[config.mk]
export PLATFORM = sky130hd
export DESIGN_NAME = serial_compare
export DESIGN_NICKNAME = d
export VERILOG_FILES = /design/src/rtl/serial_compare_pkg.sv /design/src/rtl/serial_compare_chunk_compare.sv /design/src/rtl/serial_compare.sv
export SDC_FILE = /design/constraint.sdc
export NUM_CORES = 1
export LEC_CHECK = 0
export BUFFER_PORTS_ARGS = -buffer_cell sky130_fd_sc_hd__buf_4
export CORE_MARGIN = 3
export CORE_UTILIZATION = 55
export DETAILED_ROUTE_END_ITERATION = 6
export GPL_TIMING_DRIVEN = 0
export HOLD_SLACK_MARGIN = 0.02
export PLACE_DENSITY = 0.8
export SETUP_SLACK_MARGIN = 0.3
export SYNTH_ARGS = -nofsm -noshare
export SYNTH_HDL_FRONTEND = slang
export SYNTH_HIERARCHICAL = 1
export SYNTH_SLANG_ARGS = --single-unit
[constraint.sdc]
create_clock -name clk -period 2.9 [get_ports clk]
set_input_delay 0 -clock clk [delete_from_list [all_inputs] [get_ports clk]]
set_output_delay 0 -clock clk [all_outputs]
set_load 0.05 [all_outputs]
[src/rtl/serial_compare_pkg.sv]
// Shared definitions for serial_compare: FSM state encoding and default operand/chunk widths.
// Optional early-exit scanning is selected by COMPARE_EARLY_EXIT_EN (see serial_compare.sv).
package serial_compare_pkg;

    localparam int DEFAULT_NUM_SIZE   = 32;
    localparam int DEFAULT_CHUNK_SIZE = 8;

    typedef enum logic [1:0] {
        IDLE = 2'd0,
        SCAN = 2'd1,
        DONE = 2'd2
    } state_t;

    // Width of a chunk index; at least one bit so a single-chunk build still has a counter.
    function automatic int idx_width(input int nchunk);
        return (nchunk > 1) ? $clog2(nchunk) : 1;
    endfunction

endpackage

[src/rtl/serial_compare_chunk_compare.sv]
// Combinational compare of one CHUNK_SIZE-wide slice of the two operands.
module chunk_compare
    import serial_compare_pkg::*;
#(
    parameter int CHUNK_SIZE = DEFAULT_CHUNK_SIZE
) (
    input  logic [CHUNK_SIZE-1:0] i_left,
    input  logic [CHUNK_SIZE-1:0] i_right,
    output logic                  o_eq,
    output logic                  o_gt
);

    assign o_eq = (i_left == i_right);
    assign o_gt = (i_left > i_right);

endmodule

[src/rtl/serial_compare.sv]
// Multi-cycle magnitude comparator scanning operands one chunk per cycle, MSB chunk first.
// Define COMPARE_EARLY_EXIT_EN to leave SCAN as soon as the first differing chunk is seen.
module serial_compare
    import serial_compare_pkg::*;
#(
    parameter int NUM_SIZE   = DEFAULT_NUM_SIZE,
    parameter int CHUNK_SIZE = DEFAULT_CHUNK_SIZE
) (
    input  logic                clk,
    input  logic                rst_n,
    input  logic                in_valid,
    output logic                in_ready,
    input  logic [NUM_SIZE-1:0] leftOperand,
    input  logic [NUM_SIZE-1:0] rightOperand,
    input  logic                isSigned,
    output logic                out_valid,
    input  logic                out_ready,
    output logic                equal,
    output logic                greaterThan,
    output logic                lessThan,
    output logic [1:0]          dbg_state
);

    // Handshakes: a transfer happens on a rising edge where valid and ready are both 1;
    // valid never depends on ready, and the result is held until its transfer completes.

    localparam int NCHUNK = NUM_SIZE / CHUNK_SIZE;
    localparam int IDX_W  = idx_width(NCHUNK);
    localparam logic [IDX_W-1:0] LAST_IDX = IDX_W'(NCHUNK - 1);

    state_t                r_state;
    state_t                w_next_state;
    logic [NUM_SIZE-1:0]   r_left;
    logic [NUM_SIZE-1:0]   r_right;
    logic                  r_signed;
    logic [IDX_W-1:0]      r_idx;
    logic                  r_found;
    logic                  r_gt;

    logic [NUM_SIZE-1:0]   w_left_adj;
    logic [NUM_SIZE-1:0]   w_right_adj;
    logic [CHUNK_SIZE-1:0] w_left_chunk;
    logic [CHUNK_SIZE-1:0] w_right_chunk;
    logic                  w_ch_eq;
    logic                  w_ch_gt;
    logic                  w_first_diff;
    logic                  w_accept;
    logic                  w_last_chunk;

    // Flipping the sign bit maps two's-complement ordering onto unsigned ordering.
    always_comb begin
        w_left_adj                = r_left;
        w_right_adj               = r_right;
        w_left_adj[NUM_SIZE-1]    = r_left[NUM_SIZE-1] ^ r_signed;
        w_right_adj[NUM_SIZE-1]   = r_right[NUM_SIZE-1] ^ r_signed;
    end

    always_comb begin
        w_left_chunk  = '0;
        w_right_chunk = '0;
        for (int i = 0; i < NCHUNK; i++) begin
            if (r_idx == IDX_W'(i)) begin
                w_left_chunk  = w_left_adj[i*CHUNK_SIZE +: CHUNK_SIZE];
                w_right_chunk = w_right_adj[i*CHUNK_SIZE +: CHUNK_SIZE];
            end
        end
    end

    chunk_compare #(
        .CHUNK_SIZE (CHUNK_SIZE)
    ) u_chunk_compare (
        .i_left  (w_left_chunk),
        .i_right (w_right_chunk),
        .o_eq    (w_ch_eq),
        .o_gt    (w_ch_gt)
    );

    assign w_accept     = (r_state == IDLE) && in_valid;
    assign w_first_diff = (r_state == SCAN) && !r_found && !w_ch_eq;
    assign w_last_chunk = (r_idx == '0);

    always_comb begin
        w_next_state = r_state;
        case (r_state)
            IDLE: begin
                if (in_valid) begin
                    w_next_state = SCAN;
                end
            end
            SCAN: begin
`ifdef COMPARE_EARLY_EXIT_EN
                if (w_last_chunk || w_first_diff) begin
                    w_next_state = DONE;
                end
`else
                if (w_last_chunk) begin
                    w_next_state = DONE;
                end
`endif
            end
            DONE: begin
                if (out_ready) begin
                    w_next_state = IDLE;
                end
            end
            default: begin
                w_next_state = IDLE;
            end
        endcase
    end

    always_ff @(posedge clk or negedge rst_n) begin
        if (!rst_n) begin
            r_state <= IDLE;
        end else begin
            r_state <= w_next_state;
        end
    end

    always_ff @(posedge clk or negedge rst_n) begin
        if (!rst_n) begin
            r_left   <= '0;
            r_right  <= '0;
            r_signed <= 1'b0;
            r_idx    <= '0;
            r_found  <= 1'b0;
            r_gt     <= 1'b0;
        end else if (w_accept) begin
            r_left   <= leftOperand;
            r_right  <= rightOperand;
            r_signed <= isSigned;
            r_idx    <= LAST_IDX;
            r_found  <= 1'b0;
            r_gt     <= 1'b0;
        end else if (r_state == SCAN) begin
            // Only the first differing chunk decides; lower chunks are ignored afterwards.
            if (w_first_diff) begin
                r_found <= 1'b1;
                r_gt    <= w_ch_gt;
            end
            if (!w_last_chunk) begin
                r_idx <= r_idx - IDX_W'(1);
            end
        end
    end

    assign in_ready    = (r_state == IDLE);
    assign out_valid   = (r_state == DONE);
    assign equal       = out_valid && !r_found;
    assign greaterThan = out_valid && r_found && r_gt;
    assign lessThan    = out_valid && r_found && !r_gt;
    assign dbg_state   = r_state;

endmodule
==> results_dict.tcl, run 1 <==
set metrics [dict create \
    nFillCells 266 \
    syn_nets 391 \
    vias 3167 \
    drt_iter0_markers 213 \
    power_frac_seq_pct 28.5 \
    p_sw_uw 2590 \
    yosys_register_bits 71 \
    cp_max_fo 10 \
    synth-simple-area-share_pct 5.82 \
    period_minus_slack_ns 2.58 \
    cts_made_buffers 9 \
    cpMostUsedCell "ha_4" \
    routed_via_density 5.71 \
    drv_cap 0 \
    min_period_over_period_pct 88.9 \
    clockRootBuffer "clkbuf_8" \
    synth_flop_cell "dfrtp_1" \
    dpl.hpwl_mm 6.27 \
    synth_edf_count 0 \
    drt_pass1_iterations 5 \
    cp.required_ns 3.14 \
    cts_tree "yes" \
    status "finished clean" \
    slowest_stage "dfrtp_2" \
    finClkSkew_ns 0.00480 \
    ys_top_cells_by_area "dfrtp_1 (47%), mux2_4 (15%), mux2_2 (8.0%)" \
    rsz0062_at_grt "true" \
    antenna_found_initial 0 \
    portBuffers 75 \
    max_freq_mhz 388 \
    path_class "reg2reg" \
    drt.antenna.violating_nets 0 \
    synth_common_cells "dfrtp_1 (71), mux2_4 (39), a21oi_1 (30)" \
    routedWlPerCell_um 20.1 \
    drc 0 \
    seq_area_frac_synth_pct 46.9 \
    cp-start-kind "register" \
    synth_compound_area_share_pct 11.9 \
    grt_pass1_wl_mm 16.4 \
    yosys_warnings 6 \
    p_leak_uw 0.00262 \
    synth.most_common_cell "dfrtp_1" \
    routed_wirelength_mm 11.2 \
    cp.arrival_ns 2.82 \
    io_pins 76 \
    areaGrowthSynthToFinish_pct 50.8 \
    rr_endpoint "r_gt" \
    synth_top_area_share_pct 46.9 \
    finalSetupTns_ns 0 \
    p_clk_share_pct 13.5 \
    worstMarginPinSlew_ns 0.905 \
    die_w_um 89.0 \
    cp_cell_sequence "ha_4 > buf_6 > buf_12 > a21oi_1 > o21ai_1 > a22o_1 > ha_4 > nand4_1 > buf_4 > o22a_1 > mux2i_1 > nor2_1" \
    nNetsFinal 555 \
    powerDensity_nw_per_um2 1170 \
    async_reset_ff_share_pct 100 \
    first_global_vias 3401 \
    synth.area.mux_share_pct 23.8 \
    ff2ff_setup_slack_ns 0.32 \
    synth_cell_type_count 35 \
    core_um2 6490 \
    avgSynthCellArea_um2 12.2 \
    grt_max_degree 72 \
    r2r_cells 12 \
    path_clk_slew_ns 0.07 \
    multi_input_area_um2 1960 \
    cts_num_sinks 71 \
    holdCritPathClass "in2async" \
    p_comb_share_pct 58.1 \
    drive_gt1_share_pct 47.5 \
    r2r_start "r_idx[0]" \
    area.sequential_um2 1780 \
    fin_util_pct 87.9 \
    synth_top_family_by_area "multiplexers" \
    die_h_um 89.0 \
    max_stage_delay_ns 0.46 \
    path_buf_inv 3 \
    cts.path.max_buffers 2 \
    synthCells 309 \
    htreeDepth 3 \
    synth.largest_area_cell "dfrtp_1" \
    intPower_uw 4070 \
    overflow 0 \
    slew_viol_final 0 \
    clkLatencyLatePin_ns 0.35 \
    synthAdderAreaFrac_pct 4.30 \
    die-area_um2 7910 \
    netlist_area_um2 3780 \
    hold_violations 0 \
    place.gp.congestion 0.862 \
    ir_drop_mv 0.849 \
    diodes 0 \
    finalPower_uw 6650 \
    rows 29 \
    grtUsageTotal_pct 28.1 \
    synthXorXnorAreaFrac_pct 0.463 \
    crit_path_end_kind "register" \
    start_util_pct 58.3 \
    relSlewSlack_pct 39.7 \
    setup_viol 0 \
    crit_family "compound AO/OA/AOI/OAI gates" \
    switching_share_pct 38.9 \
]
==> stage by stage <==
| stage | instances | area, um^2 | hold slack [ns] | worst slack, ns |
|---|---|---|---|---|
| after floorplan | 309 | 3780 | -0.296 | 0.404 |
| after global placement | 461 | 4440 | 0.173 | -0.118 |
| after detailed placement | 461 | 4440 | 0.178 | -0.174 |
| after CTS | 551 | 5500 | 0.351 | 0.305 |
| after global routing | 555 | 5710 | 0.407 | 0.192 |
| final | 555 | 5710 | 0.338 | 0.321 |
==> state kept, by name, summed over array words and instances, names as in the netlist <==
| register | count |
|---|---|
| r_left | 32 |
| r_right | 32 |
| dbg_state | 2 |
| r_idx | 2 |
| r_found | 1 |
| r_gt | 1 |
| r_signed | 1 |
==> timing repair <==
item / CTS / global route
gates resized for setup: 40 / 46
setup endpoints to repair: 2 / 1
setup buffers: 6 / 4
hold endpoints to repair: 138 / 0
hold buffers: 68 / 0
pin swaps: 5 / 9
==> how the worst max path moves through the flow <==
stage	start	to	slack, ns	cells after the start
floorplan	r_idx[1]	r_gt	0.40	13
global placement	r_idx[0]	r_gt	-0.12	13
detailed placement	r_idx[0]	r_gt	-0.17	13
CTS	r_idx[1]	r_gt	0.30	14
global route	r_idx[0]	r_gt	0.19	12
finish	r_idx[0]	r_gt	0.32	12
==> power groups by stage <==
stage | clock (uW) | sequential, uW | combinational (uW)
final | 896 | 1890 | 3860
after global routing | 940 | 1930 | 4110
after CTS | 900 | 1820 | 3300
after detailed placement | 0 | 1830 | 2930
after global placement | 0 | 1810 | 2830
after floorplan | 0 | 1760 | 2300
==> cells in the final DEF (no fill, tap or decap), types with 3 or more instances in the layout <==
cell / synthesis / final
ha_4: 0 / 7
a221oi_2: 0 / 3
buf_6: 1 / 3
nand2_1: 18 / 18
nor2b_1: 4 / 3
dlygate4sd3_1: 0 / 68
inv_1: 24 / 20
clkbuf_8: 0 / 13
mux2_4: 39 / 39
nor2_1: 11 / 10
mux2_2: 27 / 27
ha_1: 13 / 5
buf_4: 2 / 88
inv_2: 0 / 3
o21ai_2: 0 / 5
dfrtp_1: 71 / 70
o21ai_1: 0 / 8
buf_12: 4 / 5
a21oi_1: 30 / 19
a21oi_2: 1 / 11
a22o_1: 14 / 14
==> routing by layer <==
metal  GRT usage, %  vias to the layer above  routed length (um)
met5              0                        -                   0
met4           11.5                        0                 296
met3           8.02                       25                 724
met2           49.1                      141                5780
met1           32.3                     1583                4350
li1               -                     1418                   -
==> kinds of logic (layout without fill, tap and decap cells) <==
group | after synthesis | in the layout
AO/OA/AOI/OAI | 71 | 71
XOR/XNOR | 2 | 2
adder cells (fa/ha/maj) | 13 | 13
buffers and inverters | 43 | 212
flip-flops | 71 | 71
multiplexers | 67 | 67
AND/OR/NAND/NOR | 42 | 42
==> layout make-up <==
class	count	share of cell area, %
buffer	19	4.14
clock buffer	13	2.78
tap	77	1.69
inverter	24	1.62
sequential	71	31.1
clock inverter	3	1.14
multi-input combinational	195	34.4
timing repair buffer	153	23.1
(Power assumes the default switching activity.)
==> inputs of run 2 (changes only) <==
- PLACE_DENSITY: 0.8 -> 0.85
==> run 2 against run 1 <==
Sequential share of layout area decreased by 0.20 points. Global-route usage shrank 0.21 points. Critical path type unchanged. Die area stayed put. Fmax fell by 4.5%. Worst setup slack worse by 0.12 ns. Cell count rose by 1.1%. Largest cell class unchanged. Combinational power increased by 7.3%. Largest power group unchanged. Worst hold slack worse by 0.039 ns. Register-to-register slack worse by 0.12 ns. First-iteration DRC count shrank 11%. Clock power down 7.3%.
==> results_dict.tcl, run 2 (synthesis results as in run 1) <==
set metrics [dict create \
    start_util_pct 58.3 \
    die_h_um 89.0 \
    cts_tree "yes" \
    max_freq_mhz 370 \
    grt-busiest-layer "met2" \
    worstMarginPinSlew_ns 0.875 \
    rsz0062_at_grt "true" \
    globalRouteMet2Util_pct 49.6 \
    routedWlPerCell_um 21.2 \
    cp-start-kind "register" \
    cp_max_fo 8 \
    grt.met3_usage_pct 7.37 \
    ir_drop_mv 0.787 \
    clkLatencyLatePin_ns 0.36 \
    p_leak_uw 0.00265 \
    finalPower_uw 6880 \
    rr_endpoint "r_gt" \
    cpMostUsedCell "ha_4" \
    crit_path_end_kind "register" \
    portBuffers 75 \
    die_w_um 89.0 \
    layout_common_cells "buf_4 (93), dfrtp_1 (70), dlygate4sd3_1 (68)" \
    drc 0 \
    cp.required_ns 3.15 \
    setup_viol 0 \
    slowest_stage "dfrtp_2" \
    htreeDepth 3 \
    overflow 0 \
    areaGrowthSynthToFinish_pct 51.8 \
    dpl.hpwl_mm 6.32 \
    nNetsFinal 561 \
    final_cells 561 \
    cts_num_sinks 71 \
    max_stage_delay_ns 0.47 \
    grtUsageMet1_pct 31.8 \
    diodes 0 \
    ff2ff_setup_slack_ns 0.20 \
    cts_made_buffers 9 \
    cts.path.max_buffers 2 \
    path_depth 12 \
    grtUsageTotal_pct 27.8 \
    antenna_found_initial 0 \
    drive_gt1_share_pct 47.5 \
    path_clk_slew_ns 0.08 \
    place.gp.congestion 0.807 \
    grt_pass1_wl_mm 16.3 \
    routed_wirelength_mm 11.9 \
    holdCritPathClass "in2async" \
    relSlewSlack_pct 41.6 \
    routed_via_density 5.74 \
    die-area_um2 7910 \
    r2r_cells 12 \
    hold_violations 0 \
    drt_pass1_iterations 5 \
    path_class "reg2reg" \
    crit_family "simple AND/OR/NAND/NOR gates" \
    cp.arrival_ns 2.95 \
    core_um2 6490 \
    dp_cells 461 \
    fin_area_um2 5750 \
    vias 3219 \
    status "finished clean" \
    drv_cap 0 \
    drt.antenna.violating_nets 0 \
    dpl_cell_area_um2 4440 \
    top_regs "r_left: 32 flops, r_right: 32 flops" \
    path_buf_inv 2 \
    powerDensity_nw_per_um2 1200 \
    finClkSkew_ns 0.00765 \
    min_period_over_period_pct 93.1 \
    slew_viol_final 0 \
    period_minus_slack_ns 2.70 \
    r2r_start "r_idx[0]" \
    drt_iter0_markers 190 \
    io_pins 76 \
    first_global_vias 3318 \
    layout_commonest_cell "buf_4" \
    rows 29 \
    grt_max_degree 72 \
    clockRootBuffer "clkbuf_8" \
    cp_cell_sequence "ha_4 > buf_12 > clkbuf_16 > a21oi_1 > o21ai_1 > a22o_1 > ha_4 > nand4_1 > nor2_4 > nor4b_4 > mux2i_1 > nor2_1" \
]
==> run 2: layout make-up <==
type,instances,area (um^2)
Fill cell,250,748
Buffer,19,238
Clock inverter,5,56.3
Clock buffer,11,151
Timing Repair Buffer,159,1380
Multi-Input combinational cell,195,1950
Inverter,24,92.6
Tap cell,77,96.3
Sequential cell,71,1780
==> run 2: metal layers <==
layer	part of all wire, %	wire length [um]	up-vias
met5	0	0	-
met4	4.4	521	0
met3	7.3	875	51
met2	50	6020	179
met1	38	4500	1559
li1	-	-	1430
==> run 2: how the worst max path moves through the flow <==
stage                      end      from  slack [ns]
final                     r_gt  r_idx[0]        0.20
after global routing      r_gt  r_idx[0]        0.13
after CTS                 r_gt  r_idx[0]        0.31
after detailed placement  r_gt  r_idx[0]       -0.26
after global placement    r_gt  r_idx[0]       -0.08
after floorplan           r_gt  r_idx[1]        0.40
==> run 2: through the flow <==
step | TNS, ns | worst slack, ns | util, % | hold WS [ns]
2_1_floorplan | 0 | 0.404 | - | -0.296
3_3_place_gp | -0.0762 | -0.0762 | 68.4 | 0.166
3_5_place_dp | -0.259 | -0.259 | 68.4 | 0.176
4_1_cts | 0 | 0.307 | 84.6 | 0.337
5_1_grt | 0 | 0.131 | 88.5 | 0.361
6_report | 0 | 0.201 | 88.5 | 0.299
==> run 2: what timing repair did <==
action / 4_1_cts / 5_1_grt
cloned: 0 / 1
pin swaps: 5 / 16
buffers inserted: 5 / 10
hold buffers: 68 / 0
endpoints found under the setup margin: 2 / 1
resized for setup: 40 / 41
endpoints found under the hold margin: 139 / 0
==> run 2: power breakdown <==
group / total, uW / internal (uW) / switching (uW)
Clock: 831 / 442 / 389
Sequential: 1900 / 1500 / 405
Combinational: 4140 / 2170 / 1970
==> inputs of run 3 (changes only) <==
- CORE_ASPECT_RATIO: not set -> 1.5
- CORE_UTILIZATION: 55 -> 45
- PLACE_DENSITY: 0.85 -> 0.72
==> run 3 against run 2 <==
Via count down 9.4%. Total power down 8.4%. Count of clock-buffer cells in the layout up 1. Clock power up 20%. Cell count up 2.1%. Utilization down 19 points. Wire length down 19%. Fmax up 5.4%. Sequential share of layout area up 0.46 points. Die area up 21%. Critical path type unchanged. Largest cell class unchanged.
==> results_dict.tcl, run 3 (synthesis results as in run 1) <==
set metrics [dict create \
    status "finished clean" \
    cp.required_ns 3.12 \
    rows 40 \
    p_comb_share_pct 54.7 \
    drt_iter0_markers 114 \
    layout_commonest_cell "buf_4" \
    dpl_cell_area_um2 4480 \
    drc 0 \
    drt_pass1_iterations 4 \
    fin_area_um2 5660 \
    power_frac_seq_pct 29.5 \
    top_regs "r_left: 32 flops, r_right: 32 flops" \
    holdCritPathClass "in2async" \
    nFillCells 594 \
    cts_made_buffers 9 \
    cp.arrival_ns 2.78 \
    cp_max_fo 10 \
    pre_cts_ws_ns -0.169 \
    slowest_stage "dfrtp_2" \
    max_stage_delay_ns 0.46 \
    vias 2917 \
    intPower_uw 3990 \
    rsz0062_at_grt "false" \
    diodes 0 \
    grtUsageTotal_pct 21.1 \
    grt_max_degree 72 \
    core_um2 8110 \
    fin_util_pct 69.8 \
    die_w_um 80.9 \
    areaGrowthSynthToFinish_pct 49.6 \
    drt.antenna.violating_nets 0 \
    routedWlPerCell_um 16.9 \
    p_clk_share_pct 15.9 \
    period_minus_slack_ns 2.56 \
    worstMarginPinSlew_ns 0.865 \
    slew_viol_final 0 \
    p_leak_uw 0.00260 \
    crit_path_end_kind "register" \
    setup_viol 0 \
    die-area_um2 9570 \
    first_global_vias 3152 \
    start_util_pct 46.7 \
    min_period_over_period_pct 88.3 \
    cp-start-kind "register" \
    ir_drop_mv 0.675 \
    path_clk_slew_ns 0.05 \
    powerDensity_nw_per_um2 1110 \
    drive_gt1_share_pct 44.0 \
    htreeDepth 3 \
    p_sw_uw 2310 \
    path_class "reg2reg" \
    clkLatencyLatePin_ns 0.33 \
    relSlewSlack_pct 42.4 \
    grt_pass1_wl_mm 15.2 \
    io_pins 76 \
    layout_common_cells "buf_4 (80), dfrtp_1 (70), dlygate4sd3_1 (68)" \
    routed_wirelength_mm 9.66 \
    finClkSkew_ns 0.00466 \
    cp_cell_sequence "ha_4 > buf_6 > buf_8 > o21ai_0 > a22o_1 > ha_1 > nand4_1 > nor2_2 > nor4b_2 > mux2i_1 > nor2_1" \
    cts.path.max_buffers 2 \
    portBuffers 75 \
    setup_ws_ns 0.339 \
    routed_via_density 5.09 \
    cts_tree "yes" \
    drv_cap 0 \
    max_freq_mhz 390 \
    place.gp.congestion 0.869 \
    switching_share_pct 36.7 \
    die_h_um 118 \
    overflow 0 \
    nNetsFinal 548 \
    clockRootBuffer "clkbuf_16" \
    antenna_found_initial 0 \
    cts_num_sinks 71 \
    dpl.hpwl_mm 6.39 \
    hold_violations 0 \
]
## run 3: stage by stage
stage          instances  setup TNS, ns  hold WS [ns]  total power [uW]
2_1_floorplan        309              0        -0.296              4050
3_3_place_gp         489         -0.122         0.173              4670
3_5_place_dp         489         -0.169         0.176              4760
4_1_cts              572              0         0.369              6130
5_1_grt              573              0         0.440              6690
6_report             573              0         0.330              6300
## run 3: worst paths after layout
path	startpoint	endpoint	slack [ns]	cells past startpoint
max	r_idx[0]	r_gt	0.34	11
min	rst_n	r_right[6]	0.33	2
max reg2reg	r_idx[0]	r_gt	0.34	11
min reg2reg	r_right[23]	r_right[23]	0.51	1
max in group asynchronous	rst_n	r_idx[0]	1.96	2
min in group clk	out_ready	dbg_state[1]	0.41	3
## run 3: repair_timing
action	4_1_cts	5_1_grt
gates cloned	0	0
hold buffers	68	0
endpoints found under the setup margin	2	1
pin swaps	2	5
gates resized for setup	47	17
hold endpoints to repair	138	0
setup buffers	2	1
## run 3: power groups by stage
stage / combinational, uW / clock, uW / sequential, uW
after floorplan: 2300 / 0 / 1760
final: 3440 / 999 / 1860
after CTS: 3280 / 1020 / 1830
after global routing: 3730 / 1050 / 1900
after global placement: 2860 / 0 / 1810
after detailed placement: 2930 / 0 / 1830
## run 3: per-layer routing
layer / GRT usage, % / up-vias / routed length [um]
met5: 0 / - / 0
met2: 36.4 / 80 / 5110
li1: - / 1397 / -
met3: 2.67 / 29 / 300
met4: 12.6 / 0 / 393
met1: 24.1 / 1411 / 3850
## run 3: layout make-up
cell class | count | area, um^2 | share of cell area (%)
multi-input cells | 195 | 1900 | 33.5
flip-flops and latches | 71 | 1780 | 31.4
repair buffers | 146 | 1270 | 22.4
clock buffers | 12 | 267 | 4.71
plain buffers | 19 | 224 | 3.96
well taps | 105 | 131 | 2.32
inverters | 24 | 92.6 | 1.64
clock inverters | 1 | 5.00 | 0.0884
## run 3: critical path, delay by kind of cell (launching register included)
kind / cells / cell delay, ns
DFF: 1 / 0.46
buffers and inverters: 2 / 0.29
AOI/OAI and AO/OA: 2 / 0.58
muxes: 1 / 0.21
adders and majority gates: 2 / 0.42
and+or+nand+nor: 4 / 0.50
